**config.mk**
```make
export PLATFORM = sky130hd
export DESIGN_NAME = reg_dump_reader
export DESIGN_NICKNAME = d
export VERILOG_FILES = /design/src/rtl/reg_dump_reader.sv
export SDC_FILE = /design/constraint.sdc
export NUM_CORES = 1
export LEC_CHECK = 0
export ABC_AREA = 1
export CORE_AREA = 10 10 68 126
export DETAILED_ROUTE_END_ITERATION = 16
export DIE_AREA = 0 0 78 136
export PLACE_DENSITY = 0.68
export SYNTH_ARGS = -nofsm -noshare
export SYNTH_HDL_FRONTEND = slang
export SYNTH_SLANG_ARGS = --single-unit
```
**constraint.sdc**
```tcl
create_clock -name clk -period 1.59 [get_ports clk]
set_input_delay 0.318 -clock clk [delete_from_list [all_inputs] [get_ports clk]]
set_output_delay 0.318 -clock clk [all_outputs]
set_load 0.01 [all_outputs]
```
**src/rtl/reg_dump_reader.sv**
```systemverilog
`default_nettype none
// ============================================================================
//  Module      : reg_dump_reader
//  Description : Debug read-out engine for the CPU register file. On a start
//                request it walks a spare read port over an index range
//                (wrap-around allowed) and streams {index, value} pairs out
//                on a valid/ready interface. Never writes architectural state.
//  Revision    : 1.0  initial release
// ----------------------------------------------------------------------------
//  Parameters
//    NREG  number of architectural registers (power of two)
//    AW    register index width, log2(NREG)
//    DW    register data width
//  Ports
//    clk        in   system clock, rising edge
//    rst_n      in   asynchronous active-low reset
//    start      in   dump request, sampled only in IDLE
//    first      in   first index to dump, latched with start
//    last       in   last index to dump, latched with start
//    abort      in   cancel a running dump (drops any pending beat)
//    rR         out  read address to the register file spare port
//    rD         in   combinational read data for rR
//    out_valid  out  output beat valid
//    out_ready  in   sink accepts the beat
//    out_idx    out  index of the current beat
//    out_data   out  register value of the current beat
//    busy       out  high while RUN or DRAIN
//    done       out  one-cycle pulse on normal completion
// ============================================================================
module reg_dump_reader #(
  parameter int NREG = 32,
  parameter int AW   = 5,
  parameter int DW   = 32
) (
  input  logic          clk,
  input  logic          rst_n,
  input  logic          start,
  input  logic [AW-1:0] first,
  input  logic [AW-1:0] last,
  input  logic          abort,
  output logic [AW-1:0] rR,
  input  logic [DW-1:0] rD,
  output logic          out_valid,
  input  logic          out_ready,
  output logic [AW-1:0] out_idx,
  output logic [DW-1:0] out_data,
  output logic          busy,
  output logic          done
);

  typedef enum logic [1:0] {
    S_IDLE  = 2'd0,
    S_RUN   = 2'd1,
    S_DRAIN = 2'd2
  } state_t;

  localparam logic [AW-1:0] C_IDX_ONE = {{(AW-1){1'b0}}, 1'b1};

  state_t        state_q, state_d;
  logic [AW-1:0] idx_q, idx_d;
  logic [AW-1:0] end_q, end_d;
  logic          out_valid_q, out_valid_d;
  logic [AW-1:0] out_idx_q, out_idx_d;
  logic [DW-1:0] out_data_q, out_data_d;
  logic          done_q, done_d;
  logic          w_free;

  // Output register can take a new beat when empty or being drained this edge.
  assign w_free = !out_valid_q || out_ready;

  always_ff @(posedge clk or negedge rst_n) begin
    if (!rst_n) begin
      state_q     <= S_IDLE;
      idx_q       <= '0;
      end_q       <= '0;
      out_valid_q <= 1'b0;
      out_idx_q   <= '0;
      out_data_q  <= '0;
      done_q      <= 1'b0;
    end else begin
      state_q     <= state_d;
      idx_q       <= idx_d;
      end_q       <= end_d;
      out_valid_q <= out_valid_d;
      out_idx_q   <= out_idx_d;
      out_data_q  <= out_data_d;
      done_q      <= done_d;
    end
  end

  always_comb begin
    state_d     = state_q;
    idx_d       = idx_q;
    end_d       = end_q;
    out_valid_d = out_valid_q;
    out_idx_d   = out_idx_q;
    out_data_d  = out_data_q;
    done_d      = 1'b0;

    case (state_q)
      S_IDLE: begin
        if (start) begin
          idx_d   = first;
          end_d   = last;
          state_d = S_RUN;
        end
      end

      S_RUN: begin
        if (abort) begin
          out_valid_d = 1'b0;
          state_d     = S_IDLE;
        end else if (w_free) begin
          out_idx_d   = idx_q;
          out_data_d  = rD;
          out_valid_d = 1'b1;
          if (idx_q == end_q) begin
            state_d = S_DRAIN;
          end else begin
            // AW bits exactly cover NREG, so the add wraps modulo NREG.
            idx_d = idx_q + C_IDX_ONE;
          end
        end
      end

      S_DRAIN: begin
        if (abort) begin
          out_valid_d = 1'b0;
          state_d     = S_IDLE;
        end else if (out_valid_q && out_ready) begin
          out_valid_d = 1'b0;
          done_d      = 1'b1;
          state_d     = S_IDLE;
        end
      end

      default: begin
        state_d     = S_IDLE;
        out_valid_d = 1'b0;
      end
    endcase
  end

  assign rR        = idx_q;
  assign out_valid = out_valid_q;
  assign out_idx   = out_idx_q;
  assign out_data  = out_data_q;
  assign busy      = (state_q != S_IDLE);
  assign done      = done_q;

endmodule
`default_nettype wire

```
Word-level counts from Yosys, hierarchy flattened
Cells that the tools add are included.
Word-level totals
  bits of input ports: 47
  register bits after elaboration: 51
  output and inout bits: 45
  logic and storage cells: 51
Cells by class
  eq/ne operators: 10
  multiplexer cells: 20
  reductions and logical operators: 11
  bitwise operators: 2
  add/subtract/negate cells: 1
Operators with widths (count)
  $mux 5: 4
  $mux 2: 6
  $pmux 5 s2: 1
  $ne 3x3->1 const B: 3
  $ne 2x2->1 const B: 4
  $mux 1: 7
  $pmux 2 s3: 1
  $reduce_and 3->1: 2
  $add 5x1->5 const B: 1
  $eq 5x5->1: 1
  $reduce_and 5->1: 1
  $reduce_and 4->1: 1
  $reduce_bool 2->1: 2
  $pmux 1 s3: 1
  $eq 2x1->1 const B: 1
  $eq 2x2->1 const B: 1
  $logic_not 2->1: 1
  $not 1->1: 2
  $reduce_and 2->1: 1
  $logic_and 1x1->1: 1
  $logic_not 1->1: 1
  $logic_or 1x1->1: 1

Logic depth before layout (Yosys ltp)
  word-level depth: 5
  depth in mapped cells: 9
  gate-level depth less buffers: 9

Worst setup path before layout
No wires, ideal clock.
  path type: flip-flop to flip-flop
  start: register state_q[1]
  end: register out_data_q[0], in the netlist out_data[0]
  path buffers: 1
  slack: 0.340 ns
  stages on the path, launching flop included: 8
  clock period less this slack: 1.250 ns
  library setup time: 0.117 ns
  data arrival time: 1.133 ns
  cell sequence: dfrtp_1 -> nor2_8 -> nand2_4 -> nor2_8 -> inv_2 -> buf_4 -> nand2_1 -> nand2_1
On the way
  cells in the longest elaborated chain, start to end: 2
Ends and longest elaborated chain
  start, declared: line 59  | state_t state_q, state_d;
  start signal, assigned: line 81  | state_q <= state_d;
  $eq 2x1->1: line 100  | case (state_q)
  $reduce_and 3->1 (no source line)
  end signal, assigned: line 86  | out_data_q <= out_data_d;
  end, declared: line 64  | logic [DW-1:0] out_data_q, out_data_d;
Every way passes these cells.
A chain may end at the register's enable or synchronous reset.

Worst setup path after layout
  start: register out_data_q[1], in the netlist out_data[1]
  end: output out_data[1]
RTL lines
  end, declared: line 46  | output logic [DW-1:0] out_data,
No word-level cell between the ends.

==> metrics.md <==
| Metric | Value |
|---|---|
| # Max-Cap Violations | 0 |
| Status | completed |
| Pre-CTS WS | -0.0556 ns |
| Worst slew pin tran | roughly 0.33 ns |
| Row count | 42 |
| Wire length per cell | between 15 and 20 um |
| Clk root buf | clkbuf_16 |
| Routed Antenna Nets | 0 |
| Total power | 0.00695 W |
| Hold-fix buffers, CTS | 0 |
| Synth unique cells | 23 |
| H-tree Lvls | 2 |
| DR vias | 2059 |
| Remaining Overflow, GRT | 0 |
| DRC | 0 |
| Period utilization | a little over nine tenths |
| Crit Path Max Fanout | 2 |
| Peak Freq | roughly 0.65 GHz |
| Arrival time at the worst endpoint | between 1 and 1.5 ns |
| CP Data Required Time | roughly 1.3 ns |
| CTS Buf Count | 5 |
| Synthesized instance count | approximately 260 |
| Final hold slack | 0.00320 ns |
| Clock slew at reported path FFs | roughly 0.07 ns |
| Syn Nets | 306 |
| Antenna violations before repair | 0 |
| First-pass GRT wire length | between 10000 and 15000 um |
| Final Util | 54.1% |
| Final nets | between 400 and 500 |
| Ports | about 90 |
| Area contributors post-synth | dfrtp_1 (58%), nand2_1 (23%), inv_1 (2.2%), nand3_1 (2.0%), mux2_2 (2.0%) |
| Yosys top cell by area | dfrtp_1 |
| Syn_area_per_cell | between 8 and 9 um2 |
| Layout cells sized above 1 | roughly an eighth |
| Die footprint | about 11000 um2 |
| Final Max Slew Viols | 0 |
| Hold WC Path Type | in2async |
| Initial DRC count | 119 |
| CTS tree | built |
| PnR worst setup slack | about 0.048 ns |
| Largest net degree at the start of global routing | 52 |
| CP Class | reg2out |
| Worst Setup End Kind | primary output |
| CTS Buffer Depth | 2 |
| Vias per Instance | roughly 4.5 |
| CP max stage delay | 0.59 ns |
| Vias in the first global route | between 2000 and 2500 |
| Starting Density | between 30% and 40% |
| CP Cell Sequence | clkdlybuf4s50_1 |
| Minimum clock period | between 1.5 and 2 ns |
| Leak pwr | ~1.8 nW |
| #FFs+latches synth | 51 |
| Top-area cell type share of the netlist area | a little under three fifths |
| DIE WIDTH | approximately 78 um |
| Cell Pwr Density | ~2000 nW/um2 |
| Max-slew headroom | around 80% |
| Worst ir drop on vdd | between 800 and 900 uV |
| CTS sink count | between 50 and 60 |
| Post-Route WL | approximately 7000 um |
| Initial DRT Pass Iterations | 5 |
| Die H | 136 um |
| Fin. Hold Viols | 0 |
| Ant diodes | 0 |
| Post-Syn Area | ~2200 um2 |
| Fillcell total | 627 |
| Final Setup Violations | 0 |
| DP HPWL | around 5300 um |
| Worst path bufs/invs | 1 |
| RSZ-0062 raised after global routing | no |
| Yosys warning count | 0 |
| Critical path's top delay family | buffers and inverters |
| Crit start category | flop |
| Max Clock Skew | between 0.004 and 0.005 ns |
| GR Util All Layers | roughly 13% |
| Clk_lat worst skew | between 0.2 and 0.3 ns |
| RD Place Congestion | approximately 0.79 |
| Setup tns final | 0 ns |
| Core Area | 6570 um2 |
| Seq/Total Area, Yosys | 57.6% |
| # port buffers | approximately 90 |
| Synth-to-layout area growth | 60.4% |
| Slowest cell on the critical path | clkdlybuf4s50_1 |
## worst paths after layout
kind	start	cells after the start	to	slack, ns
max	out_data[1]$_DFFE_PN0P_	1	out_data[1]	0.05
min in group clk	out_data[19]$_DFFE_PN0P_	2	out_data[19]$_DFFE_PN0P_	0.47
min	rst_n	2	end_q[4]$_DFFE_PN0P_	0.003
max in group asynchronous	rst_n	2	rR[3]$_DFFE_PN0P_	1.32
min reg2reg	out_data[19]$_DFFE_PN0P_	2	out_data[19]$_DFFE_PN0P_	0.47
max reg2reg	rR[0]$_DFFE_PN0P_	9	rR[3]$_DFFE_PN0P_	0.11
## cell usage after synthesis, drive strengths merged
library cell and count:
xnor2 2, mux2 4, nor2 14, o21ai 8, nand2 136, nand3 10
dfrtp 51, nor4 1, nand4 1, a21oi 5, ha 1, nor3 1
buf 8, xor2 1, inv 15
## where the power goes
part	total [W]	switching, W	internal (W)
sequential	0.00229	0.000389	0.00190
combinational	0.00329	0.00162	0.00167
clock	0.00136	0.000462	0.000901
## repair_timing
| item | 4_1_cts | 5_1_grt |
|---|---|---|
| endpoints found under the setup margin | 6 | 8 |
| buffers inserted | 3 | 2 |
| resized for setup | 8 | 4 |
| cloned | 0 | 0 |
| pin swaps | 0 | 1 |
## placed cells by master, fill, tap and decap left out, types with 2 or more instances in the layout
master / n
nand2_1: 133
clkdlybuf4s50_1: 82
dfrtp_1: 48
buf_4: 15
inv_1: 13
nor2_1: 12
nand3_1: 8
a21oi_1: 5
o21ai_1: 5
clkbuf_16: 5
dlygate4sd2_1: 5
mux2_2: 4
o21ai_0: 3
dlymetal6s2s_1: 3
buf_12: 3
dfrtp_2: 3
inv_2: 2
nor2_8: 2
xnor2_1: 2
nand3_2: 2
nand2_2: 2
bufinv_16: 2
## metal layers
layer  GRT usage (%)  vias to the layer above  share of wire [%]
met4            6.11                        0                3.3
met2            24.8                       60                 59
met5               0                        -                  0
li1                -                     1002                  -
met3            3.31                       13                5.1
met1            12.3                      984                 32
## stage by stage
| stage | instances | cell area, um2 |
|---|---|---|
| after detailed placement | 442 | 3310 |
| final | 455 | 3550 |
| after global routing | 455 | 3550 |
| after CTS | 453 | 3530 |
| after floorplan | 258 | 2220 |
| after global placement | 442 | 3310 |
## area by class of cell
cell class	instances	area [um2]	share of cell area (%)
Clock inverter	3	67.6	1.90
Tap cell	88	110	3.10
Multi-Input combinational cell	184	835	23.5
Inverter	15	56.3	1.58
Sequential cell	51	1280	36.0
Timing Repair Buffer	109	1080	30.4
Clock buffer	5	125	3.52
## registers in the layout, summed over array words and instances (netlist names)
register,flops
rR,5
end_q,5
done,1
state_q,2
out_data,32
out_valid,1
out_idx,5
## kinds of logic after synthesis
group / count (synthesis) / share of synthesized area (%)
xor+xnor: 3 / 1.19
compound gates: 13 / 2.94
mux: 4 / 2.03
simple gates: 163 / 30.7
buf+inv: 23 / 4.97
fa+ha+maj: 1 / 0.565
flops: 51 / 57.6
(Power assumes the default switching activity.)
